===== config.mk =====
export PLATFORM = sky130hd
export DESIGN_NAME = elevator_sched
export DESIGN_NICKNAME = d
export VERILOG_FILES = /design/src/rtl/elev_pkg.sv /design/src/rtl/elev_timer.sv /design/src/rtl/elevator_sched.sv
export SDC_FILE = /design/constraint.sdc
export NUM_CORES = 1
export LEC_CHECK = 0
export BUFFER_PORTS_ARGS = -buffer_cell sky130_fd_sc_hd__buf_4
export CAP_MARGIN = 20
export CORE_MARGIN = 1
export CORE_UTILIZATION = 31
export DETAILED_ROUTE_END_ITERATION = 7
export GPL_TIMING_DRIVEN = 0
export PLACE_DENSITY_LB_ADDON = 0.25
export SYNTH_ARGS = -nofsm -noshare
export SYNTH_HDL_FRONTEND = slang
export SYNTH_SLANG_ARGS = --single-unit

===== constraint.sdc =====
create_clock -name clk -period 2.6 [get_ports clk]
set_input_delay 0.26 -clock clk [delete_from_list [all_inputs] [get_ports clk]]
set_output_delay 0.26 -clock clk [all_outputs]
set_load 0.01 [all_outputs]

===== src/rtl/elev_pkg.sv =====
// rtl/elev_pkg.sv - shared constants, state/direction types and floor mask helpers for elevator_sched
package elev_pkg;

    localparam int NUM_FLOORS = 8;
    localparam int FLOOR_W    = 3;

    // The 01/10 codes are decoded directly by the floor/direction display.
    typedef enum logic [1:0] {
        ST_IDLE = 2'b00,
        ST_UP   = 2'b01,
        ST_DOWN = 2'b10,
        ST_DOOR = 2'b11
    } state_t;

    typedef enum logic {
        DIR_UP   = 1'b0,
        DIR_DOWN = 1'b1
    } dir_t;

    // Floors strictly above f; empty at the top floor.
    function automatic logic [NUM_FLOORS-1:0] above_mask(input logic [FLOOR_W-1:0] f);
        logic [NUM_FLOORS-1:0] m;
        for (int i = 0; i < NUM_FLOORS; i++) begin
            m[i] = (i > int'(f));
        end
        return m;
    endfunction

    // Floors strictly below f; empty at floor 0.
    function automatic logic [NUM_FLOORS-1:0] below_mask(input logic [FLOOR_W-1:0] f);
        logic [NUM_FLOORS-1:0] m;
        for (int i = 0; i < NUM_FLOORS; i++) begin
            m[i] = (i < int'(f));
        end
        return m;
    endfunction

endpackage


===== src/rtl/elev_timer.sv =====
// rtl/elev_timer.sv - loadable down-counter shared by travel and door timing
//
// Ports:
//   clk, rst_n        clock, asynchronous active-low reset
//   load, load_val    load the counter (takes priority over counting)
//   zero              counter has reached 0; it holds at 0 until reloaded
module elev_timer #(
    parameter int W = 4
) (
    input  logic         clk,
    input  logic         rst_n,
    input  logic         load,
    input  logic [W-1:0] load_val,
    output logic         zero
);

    logic [W-1:0] cnt;

    always_ff @(posedge clk or negedge rst_n) begin
        if (!rst_n) begin
            cnt <= '0;
        end else if (load) begin
            cnt <= load_val;
        end else if (cnt != '0) begin
            cnt <= cnt - W'(1);
        end
    end

    assign zero = (cnt == '0);

endmodule


===== src/rtl/elevator_sched.sv =====
// rtl/elevator_sched.sv - SCAN scheduling controller for an 8-floor elevator car
//
// Parameters:
//   TRAVEL_CYCLES  cycles to travel one floor (>= 1)
//   DOOR_CYCLES    cycles the door stays open (>= 1)
// Ports:
//   clk, rst_n     clock, asynchronous active-low reset
//   req            floor-call buttons, one bit per floor, sampled every cycle
//   floornum       current floor (registered)
//   state          00 idle, 01 up, 10 down, 11 door open (registered)
//   door_open      high exactly while state = 11 (registered)
//   pending        latched outstanding calls (registered)
//   door_hold      only with ELEV_DOOR_HOLD_EN: keeps the door open while high
module elevator_sched
    import elev_pkg::*;
#(
    parameter int TRAVEL_CYCLES = 16,
    parameter int DOOR_CYCLES   = 8
) (
    input  logic                  clk,
    input  logic                  rst_n,
    input  logic [NUM_FLOORS-1:0] req,
    output logic [FLOOR_W-1:0]    floornum,
    output logic [1:0]            state,
    output logic                  door_open,
    output logic [NUM_FLOORS-1:0] pending
`ifdef ELEV_DOOR_HOLD_EN
    ,
    input  logic                  door_hold
`endif
);

    localparam int TMR_MAX = (TRAVEL_CYCLES > DOOR_CYCLES) ? TRAVEL_CYCLES : DOOR_CYCLES;
    localparam int TMR_W   = (TMR_MAX > 1) ? $clog2(TMR_MAX) : 1;
    localparam logic [TMR_W-1:0] TRAVEL_LOAD = TMR_W'(TRAVEL_CYCLES - 1);
    localparam logic [TMR_W-1:0] DOOR_LOAD   = TMR_W'(DOOR_CYCLES - 1);

    state_t                  st_q, st_nx;
    dir_t                    dir_q, dir_nx;
    logic [FLOOR_W-1:0]      floor_q, floor_nx, step_floor;
    logic [NUM_FLOORS-1:0]   pend_q, pend_nx, eff, clr, above, below;
    logic                    door_q;
    logic                    tmr_load, tmr_zero;
    logic [TMR_W-1:0]        tmr_val;
    logic                    hold;

`ifdef ELEV_DOOR_HOLD_EN
    assign hold = door_hold;
`else
    assign hold = 1'b0;
`endif

    elev_timer #(.W(TMR_W)) u_timer (
        .clk      (clk),
        .rst_n    (rst_n),
        .load     (tmr_load),
        .load_val (tmr_val),
        .zero     (tmr_zero)
    );

    always_comb begin
        // A call arriving this cycle counts for every decision, so a car
        // reaching that floor services it instead of latching it.
        eff        = pend_q | req;
        above      = eff & above_mask(floor_q);
        below      = eff & below_mask(floor_q);
        st_nx      = st_q;
        dir_nx     = dir_q;
        floor_nx   = floor_q;
        clr        = '0;
        tmr_load   = 1'b0;
        tmr_val    = TRAVEL_LOAD;
        step_floor = (st_q == ST_DOWN) ? floor_q - FLOOR_W'(1) : floor_q + FLOOR_W'(1);

        unique case (st_q)
            ST_IDLE: begin
                if (eff[floor_q]) begin
                    st_nx        = ST_DOOR;
                    clr[floor_q] = 1'b1;
                    tmr_load     = 1'b1;
                    tmr_val      = DOOR_LOAD;
                end else if (|above) begin
                    st_nx    = ST_UP;
                    dir_nx   = DIR_UP;
                    tmr_load = 1'b1;
                end else if (|below) begin
                    st_nx    = ST_DOWN;
                    dir_nx   = DIR_DOWN;
                    tmr_load = 1'b1;
                end
            end
            ST_UP, ST_DOWN: begin
                if (tmr_zero) begin
                    floor_nx = step_floor;
                    tmr_load = 1'b1;
                    if (eff[step_floor]) begin
                        st_nx           = ST_DOOR;
                        clr[step_floor] = 1'b1;
                        tmr_val         = DOOR_LOAD;
                    end
                end
            end
            ST_DOOR: begin
                // Calls for the open floor are absorbed and keep the door open.
                clr[floor_q] = 1'b1;
                if (req[floor_q] || hold) begin
                    tmr_load = 1'b1;
                    tmr_val  = DOOR_LOAD;
                end else if (tmr_zero) begin
                    if (dir_q == DIR_UP && |above) begin
                        st_nx    = ST_UP;
                        dir_nx   = DIR_UP;
                        tmr_load = 1'b1;
                    end else if (|below) begin
                        st_nx    = ST_DOWN;
                        dir_nx   = DIR_DOWN;
                        tmr_load = 1'b1;
                    end else if (|above) begin
                        st_nx    = ST_UP;
                        dir_nx   = DIR_UP;
                        tmr_load = 1'b1;
                    end else begin
                        st_nx = ST_IDLE;
                    end
                end
            end
            default: st_nx = ST_IDLE;
        endcase

        pend_nx = eff & ~clr;
    end

    always_ff @(posedge clk or negedge rst_n) begin
        if (!rst_n) begin
            st_q    <= ST_IDLE;
            dir_q   <= DIR_UP;
            floor_q <= '0;
            pend_q  <= '0;
            door_q  <= 1'b0;
        end else begin
            st_q    <= st_nx;
            dir_q   <= dir_nx;
            floor_q <= floor_nx;
            pend_q  <= pend_nx;
            door_q  <= (st_nx == ST_DOOR);
        end
    end

    assign floornum  = floor_q;
    assign state     = st_q;
    assign door_open = door_q;
    assign pending   = pend_q;

endmodule


==> key figures, run 1 <==
Outcome
  – Status: finished, final reports clean

STA
  – Fin crit period: 2.54 ns
  – Final-report max-slew violation count: 0
  – Worst slew margin: 54.0%
  – Final setup violating endpoints: 0
  – F_max: 394 MHz
  – Worst Skew: 0.00579 ns
  – Least-Margin Pin Slew: 0.684 ns
  – Final hold viol count: 0
  – Crit share post-route: 97.5%
  – RSZ-0062 raised after global routing: yes
  – WHS: 0.384 ns
  – TNS Setup: 0 ns

Finish
  – Nets@finish: 245
  – Layout cells sized above 1: 24.1%
  – Area growth, synth to finish: 24.5%
  – Area of the multi-input gates: 0.00114 sq mm
  – # diodes: 0
  – Filler cells: 504
  – Register area: 475 sq um

Clock tree
  – Inserted Clock Buffers: 3
  – CTS root buffer: clkbuf_8
  – CTS tree: done
  – Clock transition at the registers of the reported paths: 0.08 ns
  – Clock Sink Count: 19
  – Clock Latency Late Sink: 0.26 ns
  – Max clock buf depth: 2
  – Htree depth: 1

Critical path
  – Most numerous cell on the critical path: o22ai_1
  – Worst-case reg-to-reg path depth: 11
  – CP Capture Type: flop
  – Reg2reg start: floornum[1]
  – Worst setup SP type: flop
  – Max incr delay on CP: 0.39 ns
  – CP arrival: 2.68 ns
  – Critical path class: flop to flop
  – Worst reg2reg setup slack: 0.06 ns
  – Cell Chain, Critical Path: buf_2 -> inv_2 -> ha_4 -> nand2_1 -> o22a_1 -> o22ai_1 -> nor3_2 -> buf_4 -> a211oi_1 -> o22ai_1 -> nor3b_2
  – Slowest cell on crit path: dfrtp_1
  – Worst Path Required: 2.75 ns
  – CP Max Fanout: 9
  – Worst r2r dst: door_open

Hold path
  – Hold path depth: 3
  – Worst Min Path Start: req[7]
  – Worst min path class: primary input to flop
  – Hold worst-path end: pending[7]

Synth
  – Synthesized net count: 217
  – Cell area after synthesis: 0.00163 sq mm
  – Sequential area share after synthesis: 29.2%
  – Synth Warn #: 0
  – Avg Cell Area, Syn: 8.26 sq um
  – Commonest register cell after synthesis: dfrtp_1
  – EDFF count, synth: 0
  – Flops & latches, synth: 19
  – Unique masters post-synth: 51
  – FFs w/ async S/R, synth: 100%
  – Post-synthesis cell count: 197

Route
  – Final wirelength: 4.63 mm
  – DR iter-0 viols: 170
  – Vias: 1,635
  – Routed WL per cell: 15.9 microns
  – Iteration count of the initial detailed-routing pass: 4
  – Post-route ant nets: 0
  – # DRC: 0
  – Vias per cell: 5.62

Place
  – Dpl hpwl: 3.41 mm
  – Port Buffers: 23
  – Gpl congestion: 0.836

Pwr
  – P_int: 1.12 mW
  – Final total power: 2.17 mW
  – Comb pwr share: 67.2%
  – Net load switching power: 1.06 mW
  – Peak supply drop: 584 uV
  – Clock power share: 10.2%
  – Switching share of power: 48.6%
  – Sequential share of power: 22.6%
  – Leak: 0.782 nW
  – Pwr dens: 1070 mW/mm^2

Floorplan
  – Core area: 0.00488 sq mm
  – Die W: 74.4 microns
  – Die ar.: 0.00554 sq mm
  – Initial core utilization: 33.3%
  – Die H: 74.4 microns
  – FP Rows: 25
  – I/O Pins: 24

Global route
  – Antenna violations before repair: 0
  – Vias in the first global route: 1,465
  – All-Layer GR Usage: 17.3%
  – Largest net degree at the start of global routing: 20
  – Overflow after GRT: 0
  – First-pass GRT wire length: 7.22 mm

Job
  – Maximum Capacitance Violations: 0
## power groups by stage
stage | Sequential [mW] | Clock, mW | Combinational (mW)
2_1_floorplan | 0.513 | 0 | 0.947
6_report | 0.491 | 0.221 | 1.46
3_5_place_dp | 0.497 | 0 | 1.35
4_1_cts | 0.491 | 0.225 | 1.38
3_3_place_gp | 0.497 | 0 | 1.35
5_1_grt | 0.507 | 0.239 | 1.59
## cell usage in the layout (no fill, tap or decap), types with 4 or more instances in the layout
master | Yosys | layout
o32a_1 | 4 | 4
inv_1 | 11 | 11
buf_4 | 0 | 24
a211oi_1 | 8 | 8
nor3_1 | 12 | 12
o22a_1 | 4 | 4
a21oi_1 | 16 | 16
ha_1 | 10 | 8
dfrtp_1 | 19 | 19
nor2_1 | 27 | 27
nand2_1 | 10 | 10
a221oi_1 | 4 | 4
o21ai_0 | 7 | 7
## worst max-delay path by stage
stage	startpoint	endpoint	slack, ns	depth (start not counted)
after floorplan	floornum[0]	pending[1]	0.26	11
after global placement	floornum[1]	pending[2]	-0.22	11
after detailed placement	floornum[0]	pending[1]	-0.21	11
after CTS	floornum[1]	pending[1]	0.02	10
after global routing	floornum[1]	pending[7]	-0.04	9
final	floornum[1]	door_open	0.06	11
## synthesized netlist by cell type (2+ instances only)
cell | instances | area share [%]
nand2_1 | 10 | 2.3
o31ai_1 | 2 | 0.92
nand4_1 | 2 | 0.77
xnor2_1 | 3 | 1.6
o21ai_0 | 7 | 2.2
a31oi_1 | 2 | 0.77
o32a_1 | 4 | 2.5
a221oi_1 | 4 | 2.2
nand3_1 | 2 | 0.62
a211oi_1 | 8 | 3.7
o21ai_1 | 3 | 0.92
nor3_1 | 12 | 3.7
o22a_1 | 4 | 2.2
dfrtp_1 | 19 | 29
nor2b_1 | 2 | 0.77
inv_2 | 2 | 0.46
nor4b_1 | 3 | 1.6
buf_2 | 4 | 1.2
o211ai_1 | 2 | 0.92
a21oi_1 | 16 | 4.9
nor2_1 | 27 | 6.2
mux2i_1 | 3 | 1.8
clkbuf_1 | 4 | 0.92
or3_1 | 2 | 0.77
inv_1 | 11 | 2.5
ha_1 | 10 | 7.7
nand2b_1 | 3 | 1.2
nor4_1 | 2 | 0.77
o22ai_1 | 2 | 0.77
## stage by stage
stage / utilization (%) / setup slack (ns) / instance area, sq um / std cells
3_3_place_gp: 38.6 / -0.225 / 1880 / 287
3_5_place_dp: 38.6 / -0.205 / 1880 / 287
2_1_floorplan: - / 0.256 / 1630 / 197
5_1_grt: 41.5 / -0.0354 / 2030 / 291
4_1_cts: 40.0 / 0.0241 / 1950 / 291
6_report: 41.5 / 0.0637 / 2030 / 291
## routing by layer
metal	vias to the layer above	wire length [microns]	global-route usage, %
li1	795	-	-
met1	747	2160	24.5
met2	78	2030	26.7
met3	15	313	1.90
met4	0	133	7.13
met5	-	0	0
## timing repair
| item | CTS | global route |
|---|---|---|
| buffers inserted | 0 | 1 |
| pin swaps | 0 | 2 |
| resized for setup | 3 | 13 |
| endpoints found under the hold margin | 19 | 0 |
| endpoints found under the setup margin | 10 | 10 |
| hold buffers | 1 | 0 |
## cell type report
class,count,share of cell area (%)
tap,67,4.14
multi-input combinational,156,56.1
sequential,19,23.5
clock buffer,3,2.04
inverter,13,2.53
buffer,7,2.04
clock inverter,1,0.247
timing repair buffer,25,9.39
## critical path, delay by kind of cell (launching register included)
| kind | cells | cell delay, ns |
|---|---|---|
| AO/OA/AOI/OAI | 4 | 0.84 |
| adder cells (fa/ha/maj) | 1 | 0.35 |
| buffers and inverters | 3 | 0.53 |
| flip-flops | 1 | 0.39 |
| AND/OR/NAND/NOR | 3 | 0.30 |
## kinds of logic (layout without fill, tap and decap cells)
family,Yosys count,after routing,synth area share [%]
and+or+nand+nor,75,75,25.2
AOI/OAI and AO/OA,64,64,27.6
buffers and inverters,22,49,5.85
DFF,19,19,29.2
adders and majority gates,10,10,7.69
muxes,4,4,2.77
xor gates and xnor gates,3,3,1.62
## flip-flops by register name, summed over array words and instances (netlist names)
name,count
floornum,3
u_timer.cnt,4
dir_q,1
state,2
pending,8
door_open,1
(Power assumes the default switching activity.)
==> run 2, diff against run 1 <==
CORE_UTILIZATION = 57   (was 31)
PLACE_DENSITY = 0.84   (was default)
PLACE_DENSITY_LB_ADDON = default   (was 0.25)
==> key figures, run 2 (synthesized netlist as in run 1, its figures left out) <==
Outcome
  – Status: finished, final reports clean

Place
  – Placed instance area: 0.00184 sq mm
  – Dpl hpwl: 3.40 mm
  – Port Buffers: 23
  – Pre-CTS setup slack: -0.154 ns
  – Gpl congestion: 0.985
  – Placed insts: 251

Finish
  – Layout cells sized above 1: 23.6%
  – Nets@finish: 246
  – # diodes: 0
  – Commonest non-fill, non-tap cell in the layout: nor2_1
  – Max reg flops: 8
  – Area growth, synth to finish: 20.6%
  – Most frequent cells in the layout: 27 x nor2_1, 26 x buf_4, 19 x dfrtp_1
  – Final Cell Area: 0.00196 sq mm
  – Non-Filler Instances: 256

STA
  – Fin crit period: 2.45 ns
  – Worst slew margin: 62.0%
  – Final worst setup slack: 0.154 ns
  – F_max: 409 MHz
  – RSZ-0062 raised after global routing: no
  – Final setup violating endpoints: 0
  – Crit share post-route: 94.1%
  – Least-Margin Pin Slew: 0.568 ns
  – Worst Skew: 0.00278 ns
  – Final-report max-slew violation count: 0
  – Final hold viol count: 0
  – WHS: 0.354 ns

Route
  – Final wirelength: 4.60 mm
  – # DRC: 0
  – DR iter-0 viols: 174
  – Iteration count of the initial detailed-routing pass: 4
  – Post-route ant nets: 0
  – Vias: 1,669
  – Vias per cell: 6.52
  – Routed WL per cell: 18.0 microns

Pwr
  – Final total power: 2.14 mW
  – Net load switching power: 1.06 mW
  – Sequential share of power: 23.1%
  – P_int: 1.08 mW
  – Clock power share: 7.3%
  – Peak supply drop: 857 uV
  – Pwr dens: 1090 mW/mm^2
  – Switching share of power: 49.5%
  – Leak: 0.777 nW
  – Comb pwr share: 69.6%

Clock tree
  – Clock Sink Count: 19
  – Clock transition at the registers of the reported paths: 0.11 ns
  – Clock Latency Late Sink: 0.30 ns
  – Max clock buf depth: 2
  – CTS tree: done
  – CTS root buffer: clkbuf_4
  – Htree depth: 1
  – Inserted Clock Buffers: 3

Floorplan
  – Initial core utilization: 59.5%
  – Die W: 55.4 microns
  – I/O Pins: 24
  – Die ar.: 0.00307 sq mm
  – FP Rows: 19
  – Core area: 0.00273 sq mm
  – Die H: 55.4 microns

Critical path
  – Max incr delay on CP: 0.43 ns
  – Worst r2r dst: pending[2]
  – Worst reg2reg setup slack: 0.15 ns
  – Critical Path Source: floornum[1]
  – CP Capture Type: flop
  – Worst Path Required: 2.80 ns
  – Critical path class: flop to flop
  – Worst-case reg-to-reg path depth: 9
  – Worst setup SP type: flop
  – Cell Chain, Critical Path: clkbuf_4 -> buf_2 -> nor4b_1 -> a2111oi_0 -> o21ai_1 -> nor2_1 -> a21oi_1 -> nor2_1 -> a221oi_1
  – CP arrival: 2.65 ns
  – Slowest cell on crit path: dfrtp_1
  – CP Max Fanout: 10
  – Worst Setup EP: pending[2]
  – Most numerous cell on the critical path: nor2_1
  – Reg2reg start: floornum[1]

Global route
  – Vias in the first global route: 1,571
  – Largest net degree at the start of global routing: 20
  – Overflow after GRT: 0
  – Antenna violations before repair: 0
  – All-Layer GR Usage: 30.3%
  – First-pass GRT wire length: 7.33 mm

Hold path
  – Hold path depth: 3
  – Worst min path class: primary input to flop

Job
  – Maximum Capacitance Violations: 0
[run 2: cell types whose count changed in the layout (fill, tap and decap cells not counted), sizes merged]
cell,change
clkinv,-1
clkbuf,+1
buf,+1
[run 2: metrics by stage]
stage / utilization, % / TNS [ns]
5_1_grt: 71.8 / 0
4_1_cts: 68.9 / 0
6_report: 71.8 / 0
3_5_place_dp: 67.2 / -0.974
3_3_place_gp: 67.2 / -0.508
2_1_floorplan: - / 0
[run 2: repair_timing]
item	4_1_cts	5_1_grt
buffers inserted	1	1
hold buffers	1	0
gates resized for setup	2	14
pin swaps	1	3
endpoints found under the setup margin	10	12
hold endpoints to repair	19	0
[run 2: worst min path at each step]
stage / start / endpoint
after global placement: rst_n / pending[0]
after global routing: req[7] / pending[7]
after CTS: rst_n / pending[4]
after floorplan: rst_n / dir_q
after detailed placement: rst_n / pending[4]
final: req[7] / pending[7]
[run 2: per-layer routing]
| metal | GRT usage, % | vias up | wire (microns) |
|---|---|---|---|
| li1 | - | 797 | - |
| met1 | 41.0 | 785 | 1950 |
| met2 | 50.4 | 78 | 2310 |
| met3 | 2.11 | 9 | 253 |
| met4 | 12.1 | 0 | 82 |
| met5 | 0 | - | 0 |
[run 2: critical path: cells and delay by family, from the launching register on]
| kind | cells | cell delay (ns) |
|---|---|---|
| AOI/OAI and AO/OA | 4 | 0.96 |
| buffers and inverters | 2 | 0.40 |
| DFF | 1 | 0.43 |
| and+or+nand+nor | 3 | 0.55 |
[run 2: power by group through the flow]
| stage | logic [mW] | registers [mW] | clock network, mW |
|---|---|---|---|
| detailed placement | 1.34 | 0.494 | 0 |
| CTS | 1.35 | 0.488 | 0.158 |
| floorplan | 0.947 | 0.513 | 0 |
| global placement | 1.31 | 0.488 | 0 |
| global route | 1.62 | 0.505 | 0.164 |
| finish | 1.49 | 0.493 | 0.156 |
[run 2: layout make-up]
type	instances	area, sq um
inverters	13	51.3
clock buffers	4	26.3
repair buffers	26	198
fillers	208	772
multi-input cells	156	1130
well taps	31	38.8
flip-flops and latches	19	475
plain buffers	7	43.8
==> run 3, diff against run 2 <==
ABC_AREA = 1   (was default)
CORE_UTILIZATION = 58   (was 57)
==> key figures, run 3 <==
Outcome
  – Status: complete, but fails checks
  – Violated checks: DRC

Synth
  – Synthesized net count: 312
  – Cell accounting for the most synthesized area: dfrtp_1
  – Avg Cell Area, Syn: 6.03 sq um
  – Synth Warn #: 0
  – Synth top cells by count: 93 x nand2_1, 40 x inv_1, 34 x o21ai_0
  – Flops & latches, synth: 19
  – EDFF count, synth: 0
  – Commonest register cell after synthesis: dfrtp_1
  – Post-synthesis cell count: 292
  – Largest cells by area after synthesis: dfrtp_1 27%, nand2_1 20%, o21ai_0 9.7%
  – Share of the synthesized area in the top cell type: 27.0%
  – FFs w/ async S/R, synth: 100%
  – Sequential area share after synthesis: 27.0%
  – Unique masters post-synth: 24
  – Cell area after synthesis: 0.00176 sq mm
  – Top-count cell post-synth: nand2_1

Finish
  – Commonest non-fill, non-tap cell in the layout: nand2_1
  – Max reg flops: 8
  – Most frequent cells in the layout: 93 x nand2_1, 39 x inv_1, 34 x o21ai_0
  – Area of the multi-input gates: 0.00108 sq mm
  – Nets@finish: 345
  – Register area: 475 sq um
  – Filler cells: 248
  – Non-Filler Instances: 355
  – Final Util: 73.1%
  – Final Cell Area: 0.00205 sq mm
  – Layout cells sized above 1: 13.9%
  – Area growth, synth to finish: 16.5%
  – # diodes: 0

Route
  – Top Layer Used: met4
  – Vias: 1,911
  – Met3 wire length: 444 microns
  – # DRC: 6
  – Final wirelength: 4.69 mm
  – DRT met1 WL: 2.07 mm
  – Vias per cell: 5.38
  – Met2 routed WL: 2.09 mm
  – Post-route ant nets: 0
  – Routed WL per cell: 13.2 microns
  – Iteration count of the initial detailed-routing pass: 7
  – DR iter-0 viols: 156

STA
  – Final hold viol count: 0
  – Final worst setup slack: 0.196 ns
  – WHS: 0.342 ns
  – Worst Skew: 0.0150 ns
  – Final-report max-slew violation count: 0
  – Fin crit period: 2.40 ns
  – Least-Margin Pin Slew: 0.497 ns
  – Worst slew margin: 66.7%
  – F_max: 416 MHz
  – RSZ-0062 raised after global routing: no
  – Final setup violating endpoints: 0
  – TNS Setup: 0 ns
  – Crit share post-route: 92.5%

Global route
  – First-pass GRT wire length: 7.94 mm
  – Overflow after GRT: 0
  – All-Layer GR Usage: 31.4%
  – Vias in the first global route: 1,759
  – Antenna violations before repair: 0
  – Largest net degree at the start of global routing: 20

Pwr
  – Leak: 1.11 nW
  – Pwr dens: 1000 mW/mm^2
  – Final total power: 2.05 mW
  – Peak supply drop: 856 uV

Floorplan
  – Initial core utilization: 62.8%
  – Die W: 57.1 microns
  – Core area: 0.00281 sq mm
  – FP Rows: 19
  – I/O Pins: 24
  – Die ar.: 0.00326 sq mm
  – Die H: 57.1 microns

Clock tree
  – Htree depth: 1
  – Clock Latency Late Sink: 0.32 ns
  – Clock Sink Count: 19
  – CTS root buffer: clkbuf_4
  – Max clock buf depth: 2
  – Clock transition at the registers of the reported paths: 0.13 ns
  – CTS tree: done
  – Inserted Clock Buffers: 3

Critical path
  – CP Max Fanout: 12
  – Worst setup SP type: flop
  – Worst Path Required: 2.80 ns
  – Critical path class: flop to flop
  – CP arrival: 2.60 ns
  – CP Capture Type: flop

Hold path
  – Worst min path class: primary input to asynchronous set/reset pin

Place
  – Dpl hpwl: 3.54 mm
  – Gpl congestion: 0.928
  – Placed instance area: 0.00197 sq mm
  – Placed insts: 346
  – Pre-CTS setup slack: 0.0379 ns
  – Port Buffers: 23

Job
  – Maximum Capacitance Violations: 0
==> run 3: final timing paths <==
check | startpoint | endpoint | slack, ns | cells after the start
worst max-delay path | floornum[0] | pending[4] | 0.20 | 14
worst min-delay path | rst_n | pending[0] | 0.34 | 2
worst max register to register | floornum[0] | pending[4] | 0.20 | 14
worst min register to register | u_timer.cnt[0] | u_timer.cnt[0] | 0.54 | 2
max in group asynchronous | rst_n | state[0] | 2.03 | 2
min in group clk | req[1] | pending[1] | 0.38 | 5
==> run 3: cells by family (layout without fill, tap and decap cells) <==
group | count (synthesis) | after routing | share of synthesized area [%]
AO/OA/AOI/OAI | 55 | 55 | 16.3
XOR/XNOR | 4 | 4 | 1.99
adder cells (fa/ha/maj) | 10 | 10 | 7.11
buffers and inverters | 51 | 83 | 12.2
flip-flops | 19 | 19 | 27.0
AND/OR/NAND/NOR | 153 | 153 | 35.4
==> run 3: cell type report <==
cell class	instances	area share, %
Multi-Input combinational cell	222	52.6
Sequential cell	19	23.2
Timing Repair Buffer	28	10.4
Inverter	44	8.24
Buffer	7	2.38
Tap cell	31	1.89
Clock buffer	3	1.10
Clock inverter	1	0.244
==> run 3: critical path, cell delays in order (launching register included) <==
cell and delay, ns:
dfrtp_1 0.39, buf_4 0.20, inv_2 0.08, buf_6 0.15, ha_1 0.32, xor2_2 0.23
inv_1 0.14, nand2_1 0.09, nand2_1 0.04, nand2_1 0.07, nand3_1 0.12, inv_2 0.15
nand3_1 0.09, o21ai_0 0.09, a21oi_1 0.11
==> run 3: repair_timing <==
| action | CTS | global route |
|---|---|---|
| hold buffers | 1 | 0 |
| pin swaps | 0 | 1 |
| gates resized for setup | 1 | 1 |
| endpoints found under the setup margin | 1 | 9 |
| hold endpoints to repair | 19 | 0 |
| setup buffers | 0 | 4 |
==> run 3: power by group <==
group / internal (mW) / switching, mW
Clock: 0.0576 / 0.108
Sequential: 0.387 / 0.0768
Combinational: 0.497 / 0.927
Total: 0.943 / 1.11
==> run 3: layer usage <==
layer  global-route usage [%]  vias to the layer above
li1                         -                      984
met1                     42.8                      829
met2                     51.6                       89
met3                     4.54                        9
met4                     10.1                        0
met5                        0                        -
